==> config.mk <==
export PLATFORM = sky130hd
export DESIGN_NAME = fwd_regfile
export DESIGN_NICKNAME = d
export VERILOG_FILES = /design/src/rtl/fwd_regfile.sv
export SDC_FILE = /design/constraint.sdc
export NUM_CORES = 1
export LEC_CHECK = 0
export BUFFER_PORTS_ARGS = -buffer_cell sky130_fd_sc_hd__buf_2
export CAP_MARGIN = 10
export CORE_UTILIZATION = 52
export DETAILED_ROUTE_END_ITERATION = 8
export PLACE_DENSITY = 0.77
export RECOVER_POWER = 100
export SKIP_CTS_REPAIR_TIMING = 1
export SYNTH_ARGS = -nofsm -noshare
export SYNTH_HDL_FRONTEND = slang
export SYNTH_SLANG_ARGS = --single-unit
==> constraint.sdc <==
create_clock -name clk -period 4.7 [get_ports clk]
set_input_delay 0.705 -clock clk [delete_from_list [all_inputs] [get_ports clk]]
set_output_delay 0.705 -clock clk [all_outputs]
set_load 0.05 [all_outputs]
==> src/rtl/fwd_regfile.sv <==
// fwd_regfile: register file with bypass/forwarding network, load-use
// interlock, exception PC (EPC) register and a stall watchdog.
//
// Ports
//   clk, rst                     clock, async active-high reset
//   rd_valid, use1, use2         decode-stage instruction valid / port usage
//   rd1_sel, rd2_sel             read register selects
//   wr_en, wr_sel, wr_data       writeback port
//   fwd_valid/fwd_sel/fwd_data   per-stage forwarding (stage i in slice i,
//                                stage 0 = execute, highest index = oldest)
//   ex_load                      stage 0 holds a load with no data yet
//   epc_save, epc_data           EPC capture
//   epc_restore                  port 1 returns EPC
//   rd1_data, rd2_data           resolved operands (combinational)
//   stall                        load-use interlock (combinational)
//   err                          sticky error (watchdog fault / link-EPC conflict)
//
// Watchdog states
//   state    | meaning
//   S_RUN    | no stall seen last cycle
//   S_HOLD1  | one consecutive stall cycle seen
//   S_HOLD2  | two consecutive stall cycles seen
//   S_FAULT  | three consecutive stalls; terminal until reset
module fwd_regfile #(
    parameter int WIDTH = 16,
    parameter int NREG  = 8,
    parameter int NFWD  = 3,
    localparam int AW   = $clog2(NREG)
) (
    input  logic                  clk,
    input  logic                  rst,
    input  logic                  rd_valid,
    input  logic [AW-1:0]         rd1_sel,
    input  logic [AW-1:0]         rd2_sel,
    input  logic                  use1,
    input  logic                  use2,
    input  logic                  wr_en,
    input  logic [AW-1:0]         wr_sel,
    input  logic [WIDTH-1:0]      wr_data,
    input  logic [NFWD-1:0]       fwd_valid,
    input  logic [NFWD*AW-1:0]    fwd_sel,
    input  logic [NFWD*WIDTH-1:0] fwd_data,
    input  logic                  ex_load,
    input  logic                  epc_save,
    input  logic [WIDTH-1:0]      epc_data,
    input  logic                  epc_restore,
    output logic [WIDTH-1:0]      rd1_data,
    output logic [WIDTH-1:0]      rd2_data,
    output logic                  stall,
    output logic                  err
);

    typedef enum logic [1:0] {S_RUN, S_HOLD1, S_HOLD2, S_FAULT} state_t;

    localparam logic [AW-1:0] LINK_REG = AW'(NREG - 1);

    logic [WIDTH-1:0] r_regs [NREG];
    logic [WIDTH-1:0] r_epc;
    logic             r_err;
    state_t           r_state;

    logic [NFWD-1:0]  w_fwd_ok;
    logic [WIDTH-1:0] w_rd1;
    logic [WIDTH-1:0] w_rd2;
    logic             w_stall;
    logic             w_link_conflict;

    // Stage 0 carries an address, not a result, while a load is in execute.
    always_comb begin
        w_fwd_ok    = fwd_valid;
        w_fwd_ok[0] = fwd_valid[0] & ~ex_load;
    end

    // Lowest priority first so later assignments win: array, writeback,
    // oldest stage down to stage 0, then EPC on port 1.
    always_comb begin
        w_rd1 = r_regs[rd1_sel];
        w_rd2 = r_regs[rd2_sel];
        if (wr_en && (wr_sel == rd1_sel)) w_rd1 = wr_data;
        if (wr_en && (wr_sel == rd2_sel)) w_rd2 = wr_data;
        for (int i = NFWD - 1; i >= 0; i--) begin
            if (w_fwd_ok[i] && (fwd_sel[i*AW +: AW] == rd1_sel)) w_rd1 = fwd_data[i*WIDTH +: WIDTH];
            if (w_fwd_ok[i] && (fwd_sel[i*AW +: AW] == rd2_sel)) w_rd2 = fwd_data[i*WIDTH +: WIDTH];
        end
        if (epc_restore) w_rd1 = r_epc;
    end

    // Port 1 does not need the load result when it is returning EPC.
    assign w_stall = rd_valid & ex_load & fwd_valid[0] &
                     ((use1 & (fwd_sel[AW-1:0] == rd1_sel) & ~epc_restore) |
                      (use2 & (fwd_sel[AW-1:0] == rd2_sel)));

    assign w_link_conflict = wr_en & epc_save & (wr_sel == LINK_REG);

    assign rd1_data = w_rd1;
    assign rd2_data = w_rd2;
    assign stall    = w_stall;
    assign err      = r_err;

    always_ff @(posedge clk or posedge rst) begin
        if (rst) begin
            for (int i = 0; i < NREG; i++) r_regs[i] <= '0;
            r_epc   <= '0;
            r_err   <= 1'b0;
            r_state <= S_RUN;
        end else begin
            if (wr_en)    r_regs[wr_sel] <= wr_data;
            if (epc_save) r_epc <= epc_data;

            case (r_state)
                S_RUN:   r_state <= w_stall ? S_HOLD1 : S_RUN;
                S_HOLD1: r_state <= w_stall ? S_HOLD2 : S_RUN;
                S_HOLD2: r_state <= w_stall ? S_FAULT : S_RUN;
                default: r_state <= S_FAULT;
            endcase

            // err is registered alongside the transition into FAULT.
            if (w_link_conflict || (r_state == S_HOLD2 && w_stall) || r_state == S_FAULT)
                r_err <= 1'b1;
        end
    end

endmodule

Yosys cells after proc, flatten, opt, wreduce, memory -nomap -nowiden

Cells that the tools add are included.
Widths: inputs -> output; s select.

Flip-flop bits (word level): 147
Memories: 0
Memory bits (read-only): 0
Bits in latches: 0
Memory bits (writable): 0
Input port bits: 110

Eq/ne operators: 12
Mux-type cells: 22
Divide/modulo/power cells: 0
$add $sub $neg: 0
Bitwise operators: 15
Order comparisons: 4
Shifts and indexed selects: 0
$mul: 0
Reduce and logical (&&, ||, !) cells: 13

Operators by type and width:

| kind               | number |
|---|---|
| $mux 16            | 14 |
| $bwmux 128         | 1 |
| $bmux 16 s3        | 2 |
| $demux 16 s3       | 1 |
| $eq 3x3->1         | 8 |
| $ge 4x4->1 const B | 3 |
| $not 3->4          | 3 |
| $logic_and 1x1->1  | 10 |
| $and 1x1->1        | 9 |
| $pmux 2 s3         | 1 |
| $eq 2x2->1 const B | 2 |
| $lt 4x1->1 const B | 1 |
| $mux 2             | 2 |
| $eq 3x3->1 const B | 1 |
| $eq 2x1->1 const B | 1 |
| $logic_not 2->1    | 1 |
| $logic_or 1x1->1   | 2 |
| $not 1->1          | 2 |
| $mux 1             | 1 |
| $or 1x1->1         | 1 |

Logic depth before layout (Yosys ltp)

Word-level depth: 9
Gate-level depth with buffers: 8
Depth with buffers taken out: 5

Least setup slack after synthesis

Ideal clock, no wire load.

Kind: in2out
Start: in rd1_sel[0]
End: out rd1_data[14]
Required time: 3.995 ns
Arrival time: 2.954 ns
Buffers on the path: 3
Stages: 8
Setup slack: 1.041 ns
Cells stage by stage: buf_2 buf_6 xnor2_2 nand4_2 buf_4 nand2_1 a221oi_1 o31ai_1

Cells in the longest elaborated chain, start to end: 9
Elaborated cells on any way between the ends: 17

RTL lines:

| item                                        | RTL line | text |
|---|---|---|
| start: declaration                          | 33       | `input logic [AW-1:0] rd1_sel,` |
| $not 3->4 (not written as such)             | 77       | `w_rd1 = r_regs[rd1_sel];` |
| $bmux 16 s3                                 | 77       |  |
| $mux 16 (not written as such) (2 in series) | 77       |  |
| $mux 16                                     | 79       | `if (wr_en && (wr_sel == rd1_sel)) w_rd1 = wr_data;` |
| $mux 16 (2 in series)                       | 82       | `if (w_fwd_ok[i] && (fwd_sel[i*AW +: AW] == rd1_sel)) w_rd1 = fwd_data[i*WIDTH +: WIDTH];` |
| $mux 16 *                                   | 82       |  |
| $mux 16 *                                   | 85       | `if (epc_restore) w_rd1 = r_epc;` |
| end: declaration                            | 47       | `output logic [WIDTH-1:0] rd1_data,` |

Every way passes the cells marked *; elsewhere a longest branch is shown, timed or not. The select of a mux whose other input is x is not followed.

Worst setup path after layout

Start: in rd1_sel[1]
End: out rd1_data[6]

Same word-level chain as after synthesis.

==> run metrics <==
status finished, violations left; failing checks max-capacitance violations, max-slew violations; Syn Inst Count 832; WL/cell 22.2 um; Core Area 17300 um^2; fmax 240 MHz; WP depth 9; FF+latch count, synth 147; starting density of the core 0.532; Seq/Total Area, Yosys 0.400; synthesis-to-finish area growth 14.2%; CTS tree built; CP endpoint rd1_data[6]; Synth async-reset ratio 1.00; R2R Setup Slk 3870 ps; final wirelength 26.3 mm; Detail Route Antenna Nets 0; Synth area leaders dfrtp_1, mux2_2, mux4_2; site row count 48; R2R cell count 2; CP most frequent cell clkbuf_2; hpwl dp 17.9 mm; DR iter-0 viols 678; slowest stage delay, CP 640 ps; Slew Viols, Final 160; leakage 4.63 nW; crit path capture type primary output; crit path max fanout 26; Pre-Repair DR Iteration Count 5; clk_lat worst skew 420 ps; pre-CTS setup slack 901 ps; Pwr Density 417 nW/um^2; Fin Setup TNS 0 ps; Synth area leader dfrtp_1; Die Y 135 um; Avg Inst Size Synth 11.1 um^2; worst r2r src r_state[0]$_DFF_PP0_; top_reg_cell synth dfrtp_1; Slew HR -0.708; setup slack after layout 526 ps; Final Critical Period 4170 ps; slowest cell on the critical path clkbuf_2; worst-margin pin slew 2560 ps; max_cap viols 3; VDD IR max 0.196 mV; Num CTS Buffers 17; I/O Pins 144; Worst Path Arrival 3470 ps; Mapped Nets 942; initial antenna violation count 0; clk_skew 0.162 ps; Mapped Area 9200 um^2; period utilization 0.888; synth warn 0; RSZ-0062 raised after global routing false; min-delay worst type reg -> reg; Post-synth top cells dfrtp_1, mux2_2, nand2_1; CP Buf/Inv Count 4; first-pass GRT wire length 40.3 mm; Setup Crit Path Kind in -> out; via-per-instance ratio 6.44; All-Layer GR Usage 0.294; Worst path top cell family by delay buffers and inverters; # diodes 0; clock sink count 147; Critical Path Start rd1_sel[1]; DIE WIDTH 135 um; # DRC 0; I/O Buffers 143; share of layout cells above drive strength 1 0.339; final hold violations 0; via count 7611; CP cell instances buf_2 -> clkbuf_2 -> xnor2_1 -> nand4_2 -> clkbuf_2 -> nand2_1 -> a221oi_1 -> o31ai_1 -> clkbuf_1; filler instances 1399; vias in the first global route 7255; hold path cells 2; full die area 18200 um^2; endpoints failing setup 0; Routability Congestion 0.905; reg2reg end r_state[1]$_DFF_PP0_; synth unique cells 44; top cell type's share of synthesized area 0.400; Root Driver clkbuf_16; nets@finish 1054; Critical Path RT 3990 ps; Startpoint Class primary input; most instantiated library cell after synthesis dfrtp_1; largest net degree at the start of global routing 119; Post-synth EDFFs 0; global route total overflow 0; clk buf depth 2; Reg clk slew, reported paths 60 ps; Clock H-tree levels 4
-- layout by cell type (no fill, tap or decap), types with 3 or more instances in the layout --
cell       synthesis  routed
a211oi_1           8       8
a21o_1            16      16
a21oi_1           13      13
a221oi_1          14      14
a22oi_1           15      15
a311o_1            8       8
a31oi_1           15      15
and4_1             4       4
buf_2             24     119
buf_4             15      10
clkbuf_1          29      33
clkbuf_16          0      17
clkbuf_2           0       3
dfrtp_1          147     147
inv_1             10       9
inv_6              0       6
inv_8              0       5
mux2_2           107     106
mux2i_1           47      47
mux4_2            48      48
nand2_1          101     101
nand2b_1           3       3
nand4_1           10      10
nand4b_1           3       3
nor2_1            42      42
nor2b_1           11      11
nor3_1             3       4
nor3b_1            8      10
o211ai_1          15      15
o21ai_0           51      51
o221ai_1           8       8
o31ai_1            7       7
or3_1              8       8
xnor2_1           23      23
-- kinds of logic after synthesis --
kind of cell / after synthesis / share of synthesized area
AO/OA/AOI/OAI: 173 / 0.128
buffers and inverters: 83 / 0.0441
flip-flops: 147 / 0.400
XOR/XNOR: 24 / 0.0237
AND/OR/NAND/NOR: 203 / 0.105
multiplexers: 202 / 0.300
-- state kept, by name, indices dropped and copies added, names as in the netlist --
signal / flops
r_state: 2
r_regs: 128
r_epc: 16
err: 1
-- worst reg2reg max path, delay by kind of cell (launching register included) --
kind / cells / cell delay, ps
flops: 1 / 390
compound gates: 1 / 230
simple gates: 1 / 90
-- power breakdown --
group	switching [mW]	internal [mW]
Clock	0.606	0.756
Combinational	0.734	0.557
Sequential	0.206	1.51
-- metrics by stage --
| stage | total power, mW | cell area (um^2) | hold slack [ps] | instances | util |
|---|---|---|---|---|---|
| after floorplan | 2.65 | 9200 | 458 | 832 | - |
| after global placement | 2.95 | 10000 | 465 | 1150 | 0.578 |
| after detailed placement | 3.00 | 10000 | 481 | 1150 | 0.578 |
| after CTS | 4.37 | 10600 | 496 | 1182 | 0.612 |
| after global routing | 4.55 | 10500 | 503 | 1182 | 0.607 |
| final | 4.37 | 10500 | 498 | 1182 | 0.607 |
-- area by class of cell --
cell class	instances	area, um^2	area share
multi-input combinational	602	5100	0.486
sequential	147	3680	0.350
tap	225	282	0.0268
inverter	11	45.0	0.00429
clock buffer	17	425	0.0405
clock inverter	15	160	0.0153
timing repair buffer	165	810	0.0771
-- worst min-delay path by stage --
stage,startpoint,endpoint,slack [ps]
6_report,err$_DFFE_PP0P_,err$_DFFE_PP0P_,500
5_1_grt,epc_data[11],r_epc[11]$_DFFE_PP0P_,500
4_1_cts,err$_DFFE_PP0P_,err$_DFFE_PP0P_,500
3_5_place_dp,err$_DFFE_PP0P_,err$_DFFE_PP0P_,480
3_3_place_gp,err$_DFFE_PP0P_,err$_DFFE_PP0P_,460
2_1_floorplan,r_regs[1]$_DFFE_PP0P_,r_regs[1]$_DFFE_PP0P_,460
-- layer usage --
metal / global-route usage / share of wire
met2: 0.465 / 0.46
met4: 0.105 / 0.026
met5: 0 / 0
met3: 0.0818 / 0.11
met1: 0.387 / 0.41
Note: power is estimated with default switching activity, not from simulation.
